$ cat src/rtl/cdb_pkg.sv
// cdb_pkg: shared defaults and the CDB token type for the common data bus arbiter.
// Build option: define CDB_FIXED_PRIO_EN for fixed-priority selection (see cdb_arbiter).
package cdb_pkg;

    localparam int CDB_NUM_REQ = 4;   // functional units sharing the CDB
    localparam int CDB_TAG_W   = 5;   // reorder-buffer tag width
    localparam int CDB_DATA_W  = 32;  // result data width

    // Token seen by the reorder buffer: broadcast valid plus the tag being retired.
    typedef struct packed {
        logic                 valid;
        logic [CDB_TAG_W-1:0] tag;
    } cdb_token_t;

    // Width of an index into NUM_REQ requesters, never zero.
    function automatic int idx_width(input int n);
        return (n > 1) ? $clog2(n) : 1;
    endfunction

endpackage

$ cat src/rtl/rr_pick.sv
// rr_pick: combinational winner search. Scans the eligible vector starting
// at i_ptr and wrapping from N-1 to 0; the first set bit wins.
// With i_ptr tied to zero this degenerates to lowest-index-wins priority.
module rr_pick
    import cdb_pkg::*;
#(
    parameter int N     = CDB_NUM_REQ,
    parameter int IDX_W = idx_width(CDB_NUM_REQ)
) (
    input  logic [N-1:0]     i_eligible,
    input  logic [IDX_W-1:0] i_ptr,
    output logic [N-1:0]     o_grant,
    output logic [IDX_W-1:0] o_idx,
    output logic             o_any
);

    // Rotating first-set search; later candidates are ignored once one is found.
    always_comb begin
        int w_j;
        o_grant = '0;
        o_idx   = '0;
        o_any   = 1'b0;
        w_j     = 0;
        for (int off = 0; off < N; off++) begin
            w_j = int'(i_ptr) + off;
            if (w_j >= N) begin
                w_j = w_j - N;
            end
            if (!o_any && i_eligible[w_j]) begin
                o_any        = 1'b1;
                o_grant[w_j] = 1'b1;
                o_idx        = IDX_W'(w_j);
            end
        end
    end

endmodule

$ cat src/rtl/cdb_arbiter.sv
// cdb_arbiter: picks one finished functional unit per cycle and broadcasts
// its tag/data on the common data bus one cycle later, with a one-hot Ack
// pulse back to the winner.
// Handshake: a requester holds Req/Tag/Data stable until it sees its Ack
// bit; the Ack cycle is also the broadcast cycle, and the acked requester is
// masked from arbitration in that cycle, so it must drop Req unless it
// already has a new result. Hold_cdb blocks new grants but never retracts
// the broadcast already on the outputs.
// Build option: CDB_FIXED_PRIO_EN selects lowest-index-wins priority and
// removes the round-robin pointer.
module cdb_arbiter
    import cdb_pkg::*;
#(
    parameter int NUM_REQ = CDB_NUM_REQ,
    parameter int TAG_W   = CDB_TAG_W,
    parameter int DATA_W  = CDB_DATA_W
) (
    input  logic                      clock,
    input  logic                      reset,
    input  logic [NUM_REQ-1:0]        Req_cdb,
    input  logic [NUM_REQ*TAG_W-1:0]  Tag_cdb,
    input  logic [NUM_REQ*DATA_W-1:0] Data_cdb,
    input  logic                      Hold_cdb,
    output logic [NUM_REQ-1:0]        Ack_cdb,
    output logic [TAG_W-1:0]          CDB_tag,
    output logic [DATA_W-1:0]         CDB_data,
    output logic                      CDB_valid
);

    localparam int IDX_W = idx_width(NUM_REQ);
    localparam logic [IDX_W-1:0] LAST_IDX = IDX_W'(NUM_REQ - 1);

    logic [NUM_REQ-1:0] r_ack;
    logic               r_valid;
    logic [TAG_W-1:0]   r_tag;
    logic [DATA_W-1:0]  r_data;

    logic [NUM_REQ-1:0] w_eligible;
    logic [NUM_REQ-1:0] w_grant;
    logic [IDX_W-1:0]   w_idx;
    logic [IDX_W-1:0]   w_ptr;
    logic               w_any;
    logic               w_fire;
    logic [TAG_W-1:0]   w_tag_sel;
    logic [DATA_W-1:0]  w_data_sel;

    // A requester being acked right now is already on the bus; mask it.
    assign w_eligible = Req_cdb & ~r_ack;
    assign w_fire     = w_any & ~Hold_cdb;

    rr_pick #(
        .N     (NUM_REQ),
        .IDX_W (IDX_W)
    ) u_pick (
        .i_eligible (w_eligible),
        .i_ptr      (w_ptr),
        .o_grant    (w_grant),
        .o_idx      (w_idx),
        .o_any      (w_any)
    );

`ifdef CDB_FIXED_PRIO_EN
    assign w_ptr = '0;
`else
    logic [IDX_W-1:0] r_ptr;

    // Round-robin pointer moves just past the winner on every grant.
    always_ff @(posedge clock or negedge reset) begin
        if (!reset) begin
            r_ptr <= '0;
        end else if (w_fire) begin
            r_ptr <= (w_idx == LAST_IDX) ? '0 : w_idx + 1'b1;
        end
    end

    assign w_ptr = r_ptr;
`endif

    // One-hot grant steers the winner's payload onto the bus registers.
    always_comb begin
        w_tag_sel  = '0;
        w_data_sel = '0;
        for (int i = 0; i < NUM_REQ; i++) begin
            if (w_grant[i]) begin
                w_tag_sel  = Tag_cdb[i*TAG_W +: TAG_W];
                w_data_sel = Data_cdb[i*DATA_W +: DATA_W];
            end
        end
    end

    // Broadcast registers: valid/ack pulse per grant, payload holds when idle.
    always_ff @(posedge clock or negedge reset) begin
        if (!reset) begin
            r_valid <= 1'b0;
            r_ack   <= '0;
            r_tag   <= '0;
            r_data  <= '0;
        end else if (w_fire) begin
            r_valid <= 1'b1;
            r_ack   <= w_grant;
            r_tag   <= w_tag_sel;
            r_data  <= w_data_sel;
        end else begin
            r_valid <= 1'b0;
            r_ack   <= '0;
        end
    end

    assign Ack_cdb   = r_ack;
    assign CDB_valid = r_valid;
    assign CDB_tag   = r_tag;
    assign CDB_data  = r_data;

endmodule
$ cat config.mk
export PLATFORM = sky130hd
export DESIGN_NAME = cdb_arbiter
export DESIGN_NICKNAME = d
export VERILOG_FILES = /design/src/rtl/cdb_pkg.sv /design/src/rtl/rr_pick.sv /design/src/rtl/cdb_arbiter.sv
export SDC_FILE = /design/constraint.sdc
export NUM_CORES = 1
export LEC_CHECK = 0
export ABC_AREA = 1
export BUFFER_PORTS_ARGS = -buffer_cell sky130_fd_sc_hd__buf_2
export CAP_MARGIN = 10
export CORE_ASPECT_RATIO = 2
export CORE_MARGIN = 3
export CORE_UTILIZATION = 40
export DETAILED_ROUTE_END_ITERATION = 12
export GPL_TIMING_DRIVEN = 0
export PLACE_DENSITY = 0.71
export SLEW_MARGIN = 20
export SYNTH_ARGS = -nofsm -noshare
export SYNTH_HDL_FRONTEND = slang
export SYNTH_SLANG_ARGS = --single-unit
$ cat constraint.sdc
create_clock -name clock -period 2.7 [get_ports clock]
set_input_delay 0.405 -clock clock [delete_from_list [all_inputs] [get_ports clock]]
set_output_delay 0.405 -clock clock [all_outputs]
set_load 0.005 [all_outputs]
==> results.py <==
metrics = {
    "synthesis": {
        "syn_inst": 628,
        "synth-edff-count": 0,
        "yosysSeqAreaShare": 0.2736,
        "synth_ff_type": "dfrtp_1",
        "syn_area_per_cell_um2": 6.407,
        "post-synth-top-area-fraction": 0.2736,
        "post-synth-top-count-cell": "nand2_1",
        "synth-seq-cells": 44,
        "syn_area_mm2": 0.004024,
        "syn_nets": 790,
        "yosys.area.top_type": "dfrtp_1",
        "async_flop_share": 1.000,
        "ys_top_cells_by_area": "dfrtp_1, nand2_1, a21oi_1",
        "yosys_warnings": 0,
        "yosys-top-cells-count": "nand2_1, inv_1, a21oi_1, dfrtp_1, a21oi_2",
        "synth_cell_type_count": 25,
    },
    "cts": {
        "clk_latency_ns": 0.28,
        "clock_sinks": 44,
        "root_buffer": "clkbuf_16",
        "tritoncts": "built",
        "postCtsHoldBufs": 0,
        "htree_levels": 2,
        "cts_made_buffers": 5,
        "clk_path_buf_depth": 2,
        "clk_pin_slew_ns": 0.06,
    },
    "power_and_ir_drop": {
        "power_density_mw_per_mm2": 1622,
        "finalPower_mw": 8.718,
        "ir_drop_mv": 0.8453,
        "leakage_nw": 3.327,
    },
    "finish": {
        "diodes": 0,
        "finalNonFillerCells": 966,
        "final_nets": 995,
        "multi_input_area_mm2": 0.002303,
        "seq_area_mm2": 0.001102,
        "area_delta_synth_final_pct": 33.58,
        "drive_gt1_frac": 0.3765,
        "fill_cells": 1073,
    },
    "run_status": {
        "outcome": "finished, final reports clean",
    },
    "route": {
        "vias": 4494,
        "drtIter0Drc": 192,
        "vias_per_cell": 4.652,
        "dr.pass1.iters": 4,
        "drc": 0,
        "drt-wirelength-per-cell_um": 14.12,
        "wirelength_um": 13640,
        "antenna_left": 0,
    },
    "timing": {
        "clock-skew-final_ns": 0.004498,
        "rsz0062_at_grt": "false",
        "finalSetupViolations": 0,
        "finalCritPeriodShare": 0.9189,
        "slew_headroom": 0.5994,
        "slew_viol_final": 0,
        "finalCriticalPeriod_ns": 2.481,
        "hold_viol": 0,
        "max_freq_ghz": 0.4030,
        "setup_tns_ns": 0,
        "worst_pin_slew_ns": 0.6008,
    },
    "floorplanning": {
        "fp.dieH_um": 147.8,
        "start_util": 0.4121,
        "rows": 51,
        "core-area_mm2": 0.009763,
        "die_area_mm2": 0.01137,
        "die_w_um": 76.92,
        "io_pins": 197,
    },
    "grt": {
        "grt_start_max_net_pins": 45,
        "grt_pass1_wl_um": 21370,
        "grt_pass1_vias": 4480,
        "grt.total_usage": 0.2371,
        "antenna_found_initial": 0,
        "grt_overflow": 0,
    },
    "min_path": {
        "hp-class": "in -> async",
    },
    "setup_path": {
        "critical_path_required_ns": 2.88,
        "critPathLaunchType": "register",
        "criticalPathCategory": "reg -> reg",
        "cp.arrival_ns": 2.66,
        "ff2ff_path_depth": 14,
        "cp_max_fo": 10,
        "critical_path.endpoint_type": "register",
    },
    "flow_run": {
        "maxCapViolCount": 0,
    },
    "placed_design": {
        "dp_cells": 956,
        "io_buffers": 196,
        "dp_hpwl_um": 10920,
        "finalWeightedCongestion": 0.8930,
    },
}
## kinds of logic after synthesis
logic type / Yosys count / share of synthesized area
AOI/OAI and AO/OA: 122 / 0.1903
adders and majority gates: 7 / 0.02177
buffers and inverters: 127 / 0.1570
DFF: 44 / 0.2736
and+or+nand+nor: 328 / 0.3573
## sequential cells by signal (all words and copies together), names as in the netlist, named ones only
name       cells
CDB_valid      1
r_ptr          1
CDB_tag        5
Ack_cdb        4
CDB_data      32
## stage by stage
step	hold slack (ns)	setup WS [ns]	util	instance area [um2]
2_1_floorplan	0.1094	0.4378	-	4024
3_3_place_gp	0.4581	-0.02404	0.5295	5170
3_5_place_dp	0.4600	-0.01687	0.5295	5170
4_1_cts	0.3064	0.06673	0.5468	5339
5_1_grt	0.1666	0.06728	0.5506	5375
6_report	0.1222	0.2189	0.5506	5375
## layout by cell type (no fill, tap or decap), types with 4 or more instances in the layout
cell type and n:
nand2_1 285, buf_2 202, inv_1 84, a21oi_1 79, dfrtp_1 43, a21oi_2 38, buf_6 15, nand3_1 11
nand3_2 9, buf_4 7, inv_2 6, ha_1 6, nand2_4 5, nor2_2 5, clkbuf_16 5, nand3_4 4
nor2_1 4, clkbuf_1 4, clkbuf_2 4
## what timing repair did
| item | CTS | global route |
|---|---|---|
| setup endpoints to repair | 15 | 34 |
| setup buffers | 0 | 2 |
| hold endpoints to repair | 0 | 0 |
| pin swaps | 0 | 1 |
| resized for setup | 4 | 6 |
## cell type report
class,instances,area share
Multi-Input combinational cell,457,0.4285
Sequential cell,44,0.2051
Timing Repair Buffer,198,0.1858
Inverter,91,0.06448
Buffer,36,0.05493
Tap cell,132,0.03073
Clock buffer,6,0.02398
Clock inverter,2,0.006518
## power by group
part / leakage, nW / switching [mW] / internal [mW] / total (mW)
sequential: 0.553 / 0.176 / 1.00 / 1.18
clock: 0.0808 / 0.255 / 0.435 / 0.690
combinational: 2.69 / 4.18 / 2.67 / 6.85
## metal layers
metal | global-route usage | up-vias | part of all wire
met5 | 0 | - | 0
met4 | 0.1116 | 0 | 0.038
met3 | 0.03232 | 36 | 0.043
met2 | 0.4572 | 139 | 0.55
met1 | 0.2458 | 1988 | 0.37
li1 | - | 2331 | -
## critical path, cell delays in order, from the launching register on
cell and delay [ns]:
dfrtp_2 0.48, inv_2 0.19, ha_4 0.24, inv_2 0.09, nand3_2 0.08, nand2_2 0.13, nand2_4 0.08, nor2_8 0.20
nand3_2 0.11, nand2_2 0.10, buf_6 0.16, buf_2 0.25, a21oi_1 0.10, nand2_1 0.09, nand2_1 0.05
## final timing paths
path,from,end,slack (ns)
worst max-delay path,r_ptr[1],CDB_data[1],0.22
worst min register to register,CDB_data[18],CDB_data[18],0.47
worst max register to register,r_ptr[1],CDB_data[1],0.22
min in group clock,Hold_cdb,CDB_valid,0.31
worst min-delay path,reset,CDB_data[18],0.12
max in group asynchronous,reset,r_ptr[1],2.13
Note: power is estimated with default switching activity, not from simulation.
